[src/rtl/bus_datapath_seq.sv]
// bus_datapath_seq
//   Single-bus datapath with its own T-step sequencer. The register file, Y,
//   Z (ZHI/ZLO), HI, LO and the ALU share one internal bus. The sequencer
//   picks the bus source from its state instead of from one-hot register
//   output enables. Each accepted register-register operation runs
//   IDLE -> T1 -> T2 -> T3 -> IDLE.
//
// Ports
//   clk       clock; all state changes on the rising edge
//   clr       asynchronous active-low reset
//   op_valid  operation request            op_ready  op accepted this cycle when high
//   opcode    0 ADD,1 SUB,2 AND,3 OR,4 NOT,5 SHL,6 SHR,7 MUL
//   rs/rt/rd  source / destination registers (rd unused for MUL)
//   ld_valid  external load request        ld_ready  load accepted this cycle
//   ld_addr   load target register         ld_data   load value
//   done      one-cycle pulse in the write-back step (T3)
//   bus_sel   bus source: 0 none,1 Rs,2 Rt,3 ZLO,4 load data
//   dbg_addr  debug read address           dbg_data  R[dbg_addr], combinational
//   hi_out    HI register                  lo_out    LO register
module bus_datapath_seq #(
  parameter int WIDTH = 32,
  parameter int NREGS = 16,
  localparam int AW = $clog2(NREGS)
) (
  input  logic             clk,
  input  logic             clr,
  input  logic             op_valid,
  output logic             op_ready,
  input  logic [2:0]       opcode,
  input  logic [AW-1:0]    rs,
  input  logic [AW-1:0]    rt,
  input  logic [AW-1:0]    rd,
  input  logic             ld_valid,
  input  logic [AW-1:0]    ld_addr,
  input  logic [WIDTH-1:0] ld_data,
  output logic             ld_ready,
  output logic             done,
  output logic [2:0]       bus_sel,
  input  logic [AW-1:0]    dbg_addr,
  output logic [WIDTH-1:0] dbg_data,
  output logic [WIDTH-1:0] hi_out,
  output logic [WIDTH-1:0] lo_out
);

  localparam int SW = (WIDTH > 1) ? $clog2(WIDTH) : 1;

  typedef enum logic [1:0] {S_IDLE, S_T1, S_T2, S_T3} state_e;
  typedef enum logic [2:0] {
    OP_ADD, OP_SUB, OP_AND, OP_OR, OP_NOT, OP_SHL, OP_SHR, OP_MUL
  } op_e;

  state_e            state_q;
  op_e               opc_q;
  logic [AW-1:0]     rs_q, rt_q, rd_q;
  logic [WIDTH-1:0]  y_q, zhi_q, zlo_q, hi_q, lo_q;
  logic              done_q;
  logic [WIDTH-1:0]  rf_q [NREGS];

  logic [WIDTH-1:0]   bus;
  logic [2*WIDTH-1:0] alu_res;
  logic               wr_en;
  logic [AW-1:0]      wr_addr;

  // Load has priority over an op in IDLE; the op simply stays pending.
  assign op_ready = (state_q == S_IDLE) && !ld_valid;
  assign ld_ready = (state_q == S_IDLE) && ld_valid;

  // Bus source is a pure function of the sequencer step.
  always_comb begin
    bus     = '0;
    bus_sel = 3'd0;
    case (state_q)
      S_IDLE: if (ld_valid) begin bus = ld_data;    bus_sel = 3'd4; end
      S_T1:   begin               bus = rf_q[rs_q]; bus_sel = 3'd1; end
      S_T2:   begin               bus = rf_q[rt_q]; bus_sel = 3'd2; end
      S_T3:   begin               bus = zlo_q;      bus_sel = 3'd3; end
      default: ;
    endcase
  end

  // ALU: Y is the first operand, the bus (Rt in T2) the second.
  always_comb begin
    alu_res = '0;
    case (opc_q)
      OP_ADD: alu_res = {{WIDTH{1'b0}}, y_q + bus};
      OP_SUB: alu_res = {{WIDTH{1'b0}}, y_q - bus};
      OP_AND: alu_res = {{WIDTH{1'b0}}, y_q & bus};
      OP_OR:  alu_res = {{WIDTH{1'b0}}, y_q | bus};
      OP_NOT: alu_res = {{WIDTH{1'b0}}, ~y_q};
      OP_SHL: alu_res = {{WIDTH{1'b0}}, y_q << bus[SW-1:0]};
      OP_SHR: alu_res = {{WIDTH{1'b0}}, y_q >> bus[SW-1:0]};
      OP_MUL: alu_res = {{WIDTH{1'b0}}, y_q} * {{WIDTH{1'b0}}, bus};
      default: alu_res = '0;
    endcase
  end

  // Both register-file writers (load in IDLE, write-back in T3) take their
  // data from the bus, so only the address differs.
  assign wr_en   = ld_ready || ((state_q == S_T3) && (opc_q != OP_MUL));
  assign wr_addr = ld_ready ? ld_addr : rd_q;

  always_ff @(posedge clk or negedge clr) begin
    if (!clr) begin
      for (int i = 0; i < NREGS; i++) rf_q[i] <= '0;
    end else if (wr_en) begin
      rf_q[wr_addr] <= bus;
    end
  end

  always_ff @(posedge clk or negedge clr) begin
    if (!clr) begin
      state_q <= S_IDLE;
      opc_q   <= OP_ADD;
      rs_q    <= '0;
      rt_q    <= '0;
      rd_q    <= '0;
      y_q     <= '0;
      zhi_q   <= '0;
      zlo_q   <= '0;
      hi_q    <= '0;
      lo_q    <= '0;
      done_q  <= 1'b0;
    end else begin
      done_q <= 1'b0;
      case (state_q)
        S_IDLE: begin
          if (op_valid && op_ready) begin
            opc_q   <= op_e'(opcode);
            rs_q    <= rs;
            rt_q    <= rt;
            rd_q    <= rd;
            state_q <= S_T1;
          end
        end
        S_T1: begin
          y_q     <= bus;
          state_q <= S_T2;
        end
        S_T2: begin
          {zhi_q, zlo_q} <= alu_res;
          done_q         <= 1'b1;   // registered so it is high exactly in T3
          state_q        <= S_T3;
        end
        S_T3: begin
          if (opc_q == OP_MUL) begin
            hi_q <= zhi_q;
            lo_q <= zlo_q;
          end
          state_q <= S_IDLE;
        end
        default: state_q <= S_IDLE;
      endcase
    end
  end

  assign done     = done_q;
  assign dbg_data = rf_q[dbg_addr];
  assign hi_out   = hi_q;
  assign lo_out   = lo_q;

endmodule

[config.mk]
export PLATFORM = sky130hd
export DESIGN_NAME = bus_datapath_seq
export DESIGN_NICKNAME = d
export VERILOG_FILES = /design/src/rtl/bus_datapath_seq.sv
export SDC_FILE = /design/constraint.sdc
export NUM_CORES = 2
export LEC_CHECK = 0
export CORE_MARGIN = 2
export CORE_UTILIZATION = 32
export CTS_BUF_LIST = sky130_fd_sc_hd__clkbuf_16
export CTS_CLUSTER_SIZE = 24
export DETAILED_ROUTE_END_ITERATION = 12
export SLEW_MARGIN = 20
export SYNTH_ARGS = -nofsm -noshare
export SYNTH_HDL_FRONTEND = slang
export SYNTH_SLANG_ARGS = --single-unit
[constraint.sdc]
create_clock -name clk -period 13.7 [get_ports clk]
set_input_delay 4.11 -clock clk [delete_from_list [all_inputs] [get_ports clk]]
set_output_delay 4.11 -clock clk [all_outputs]
set_load 0.03 [all_outputs]
==> flow_summary.yaml <==
cts:
  root_buffer: "clkbuf_16"
  cts.repair.resized: 0
  path_clk_slew_ns: 0.06
  cts_made_buffers: 80
  htree_levels: 3
  clock_latency_ns: 0.73
  cts_setup_buffers: 0
  cts_tree: "done"
  clock_sinks: 690
  ctsHoldBuffers: 0
  clockBufferDepth: 3
global_routing:
  grt_max_degree: 146
  grt_pass1_wl_um: 431800
  antenna_found_initial: 11
  grt_remaining_overflow: 0
  grt_usage_pct: 23.03
  grt_pass1_vias: 64030
worst_setup_path:
  cp_top_family: "adder cells"
  cp_max_fo: 18
  path_buf_inv: 7
  cp-start-kind: "input pin"
  cpMostUsedCell: "fa_1"
  cp_slowest_cell: "o31ai_1"
  crit_arrival_ns: 13.91
  slowest_delay_ns: 0.95
  endpoint_kind: "flip-flop"
  crit_type: "input pin to flip-flop"
  worstPathRequired_ns: 14.35
synthesis:
  synth_edf_count: 0
  synth_top_flop_cell: "dfrtp_1"
  avgSynthCellArea_um2: 10.37
  yosysWarningCount: 0
  seq_area_frac_synth_pct: 21.96
  synth_top_area_share_pct: 22.84
  syn_nets: 8844
  synth_seq_cells: 690
  synth_top_cells_by_area: "fa_1 (23%), dfrtp_1 (22%), mux4_2 (9.4%)"
  syn_area_um2: 78620
  synth_largest_area_cell: "fa_1"
  synth_cells: 7585
  async_reset_ff_share_pct: 100.0
  synthDistinctLibCells: 100
timing:
  max_slew.worst_pin.slew_ns: 1.233
  fmaxAchievable_mhz: 75.40
  worst_hold_slack_ns: 0.4957
  clock_skew_ns: 0.03766
  hold_viol_final: 0
  setup_viol_count_final: 0
  drv_slew: 0
  timing.final.ws_setup_ns: 0.4377
  slew_headroom_pct: 17.32
  min_period_ns: 13.26
  rsz0062_at_grt: "false"
  finalCritPeriodShare_pct: 96.81
final_layout:
  final_cell_area_um2: 86800
  final_core_util_pct: 35.62
  fin_nets: 8722
  layout-drive-gt1-share_pct: 17.99
  n_fill_cell: 24200
  layout_commonest_cell: "inv_1"
  final_cell_mix: "inv_1 (960), fa_1 (897), dfrtp_1 (681)"
  synthToLayoutAreaGrowth_pct: 10.41
status:
  status: "complete, no violations"
die:
  initial_core_util_pct: 32.26
  boundaryPins: 161
  die_area_um2: 249700
  die-width_um: 499.7
  die_height_um: 499.7
  num_rows: 181
  core_um2: 243700
placement:
  place_area_um2: 84200
  place.gp.congestion: 0.9864
  dp_slack_ns: -0.04262
  portBuffers: 160
  post-dp-hpwl_um: 201300
hold_path:
  hold_path_class: "flip-flop to flip-flop"
detailed_routing:
  wl_um: 288600
  drc_errors: 0
  vias: 60940
  wire_per_inst_um: 26.90
  drtPass1Iterations: 6
  routed_via_density: 5.679
  drt_iter0_markers: 6122
  postRouteAntennaNets: 0
run:
  maxCapViolations: 0
-- cell usage after synthesis (all sizes together), types with 26 or more instances --
master	number
a31oi	52
mux4	327
and2	477
buf	144
nor2b	76
xnor2	75
inv	944
ha	303
o21ai	152
xor2	31
dfrtp	690
a21o	62
mux2i	319
o211ai	29
nand3	77
clkbuf	469
fa	897
mux2	559
a21oi	347
maj3	26
nor2	331
nor3	28
and3	29
nand2	666
a22oi	87
nand4	26
a22o	32
a221oi	27
-- kinds of logic after synthesis --
logic type                 synth area share (%)
adders and majority gates                 27.99
xor gates and xnor gates                  1.181
AOI/OAI and AO/OA                         8.360
DFF                                       21.96
buffers and inverters                     7.935
and+or+nand+nor                           11.13
muxes                                     21.44
-- path summary, 6_finish.rpt --
kind	slack (ns)	endpoint	start	cells past startpoint
setup / recovery	0.44	zhi_q[29]$_DFFE_PN0N_	ld_valid	29
hold / removal	0.50	zhi_q[28]$_DFFE_PN0N_	zhi_q[28]$_DFFE_PN0N_	2
setup reg to reg	1.82	zhi_q[29]$_DFFE_PN0N_	state_q[1]$_DFFE_PN0P_	30
hold reg to reg	0.50	zhi_q[28]$_DFFE_PN0N_	zhi_q[28]$_DFFE_PN0N_	2
max in group asynchronous	7.82	hi_out[31]$_DFFE_PN0P_	clr	3
min in group asynchronous	3.44	rf_q[328]$_DFFE_PN0P_	clr	1
-- flip-flops by register name (all words and copies together) (netlist names) --
register	count
rf_q	512
rd_q	4
lo_out	32
hi_out	32
rt_q	4
opc_q	3
state_q	2
done	1
zhi_q	32
zlo_q	32
y_q	32
rs_q	4
-- cell type report --
| class | instances | area, µm² | share of cell area [%] |
|---|---|---|---|
| timing repair buffer | 409 | 3799 | 4.376 |
| tap | 3202 | 4006 | 4.615 |
| clock inverter | 65 | 591.8 | 0.6818 |
| antenna | 2 | 5.005 | 0.005766 |
| sequential | 690 | 17290 | 19.92 |
| clock buffer | 80 | 2002 | 2.306 |
| inverter | 947 | 3555 | 4.095 |
| multi-input combinational | 5335 | 55560 | 64.00 |
-- layer usage --
layer	wire length, µm	up-vias	global-route usage [%]
met5	54	-	0
met4	16250	8	11.02
met3	24710	729	4.201
met2	129800	3080	35.80
met1	117800	31900	31.00
li1	-	25220	-
-- per-stage QoR --
| stage | TNS, ns | std cells |
|---|---|---|
| 2_1_floorplan | 0 | 7585 |
| 3_3_place_gp | 0 | 10580 |
| 6_report | 0 | 10730 |
| 4_1_cts | 0 | 10730 |
| 3_5_place_dp | -0.07104 | 10580 |
| 5_1_grt | 0 | 10730 |
-- worst min-delay path, cell delays in order (launching register included) --
cell,delay [ns]
dfrtp_1,0.34
a21oi_1,0.06
nand2_1,0.06
Power is left out: the tool's default activity adds up to more than one toggle a clock period on the data nets, which glitch-free logic cannot reach.
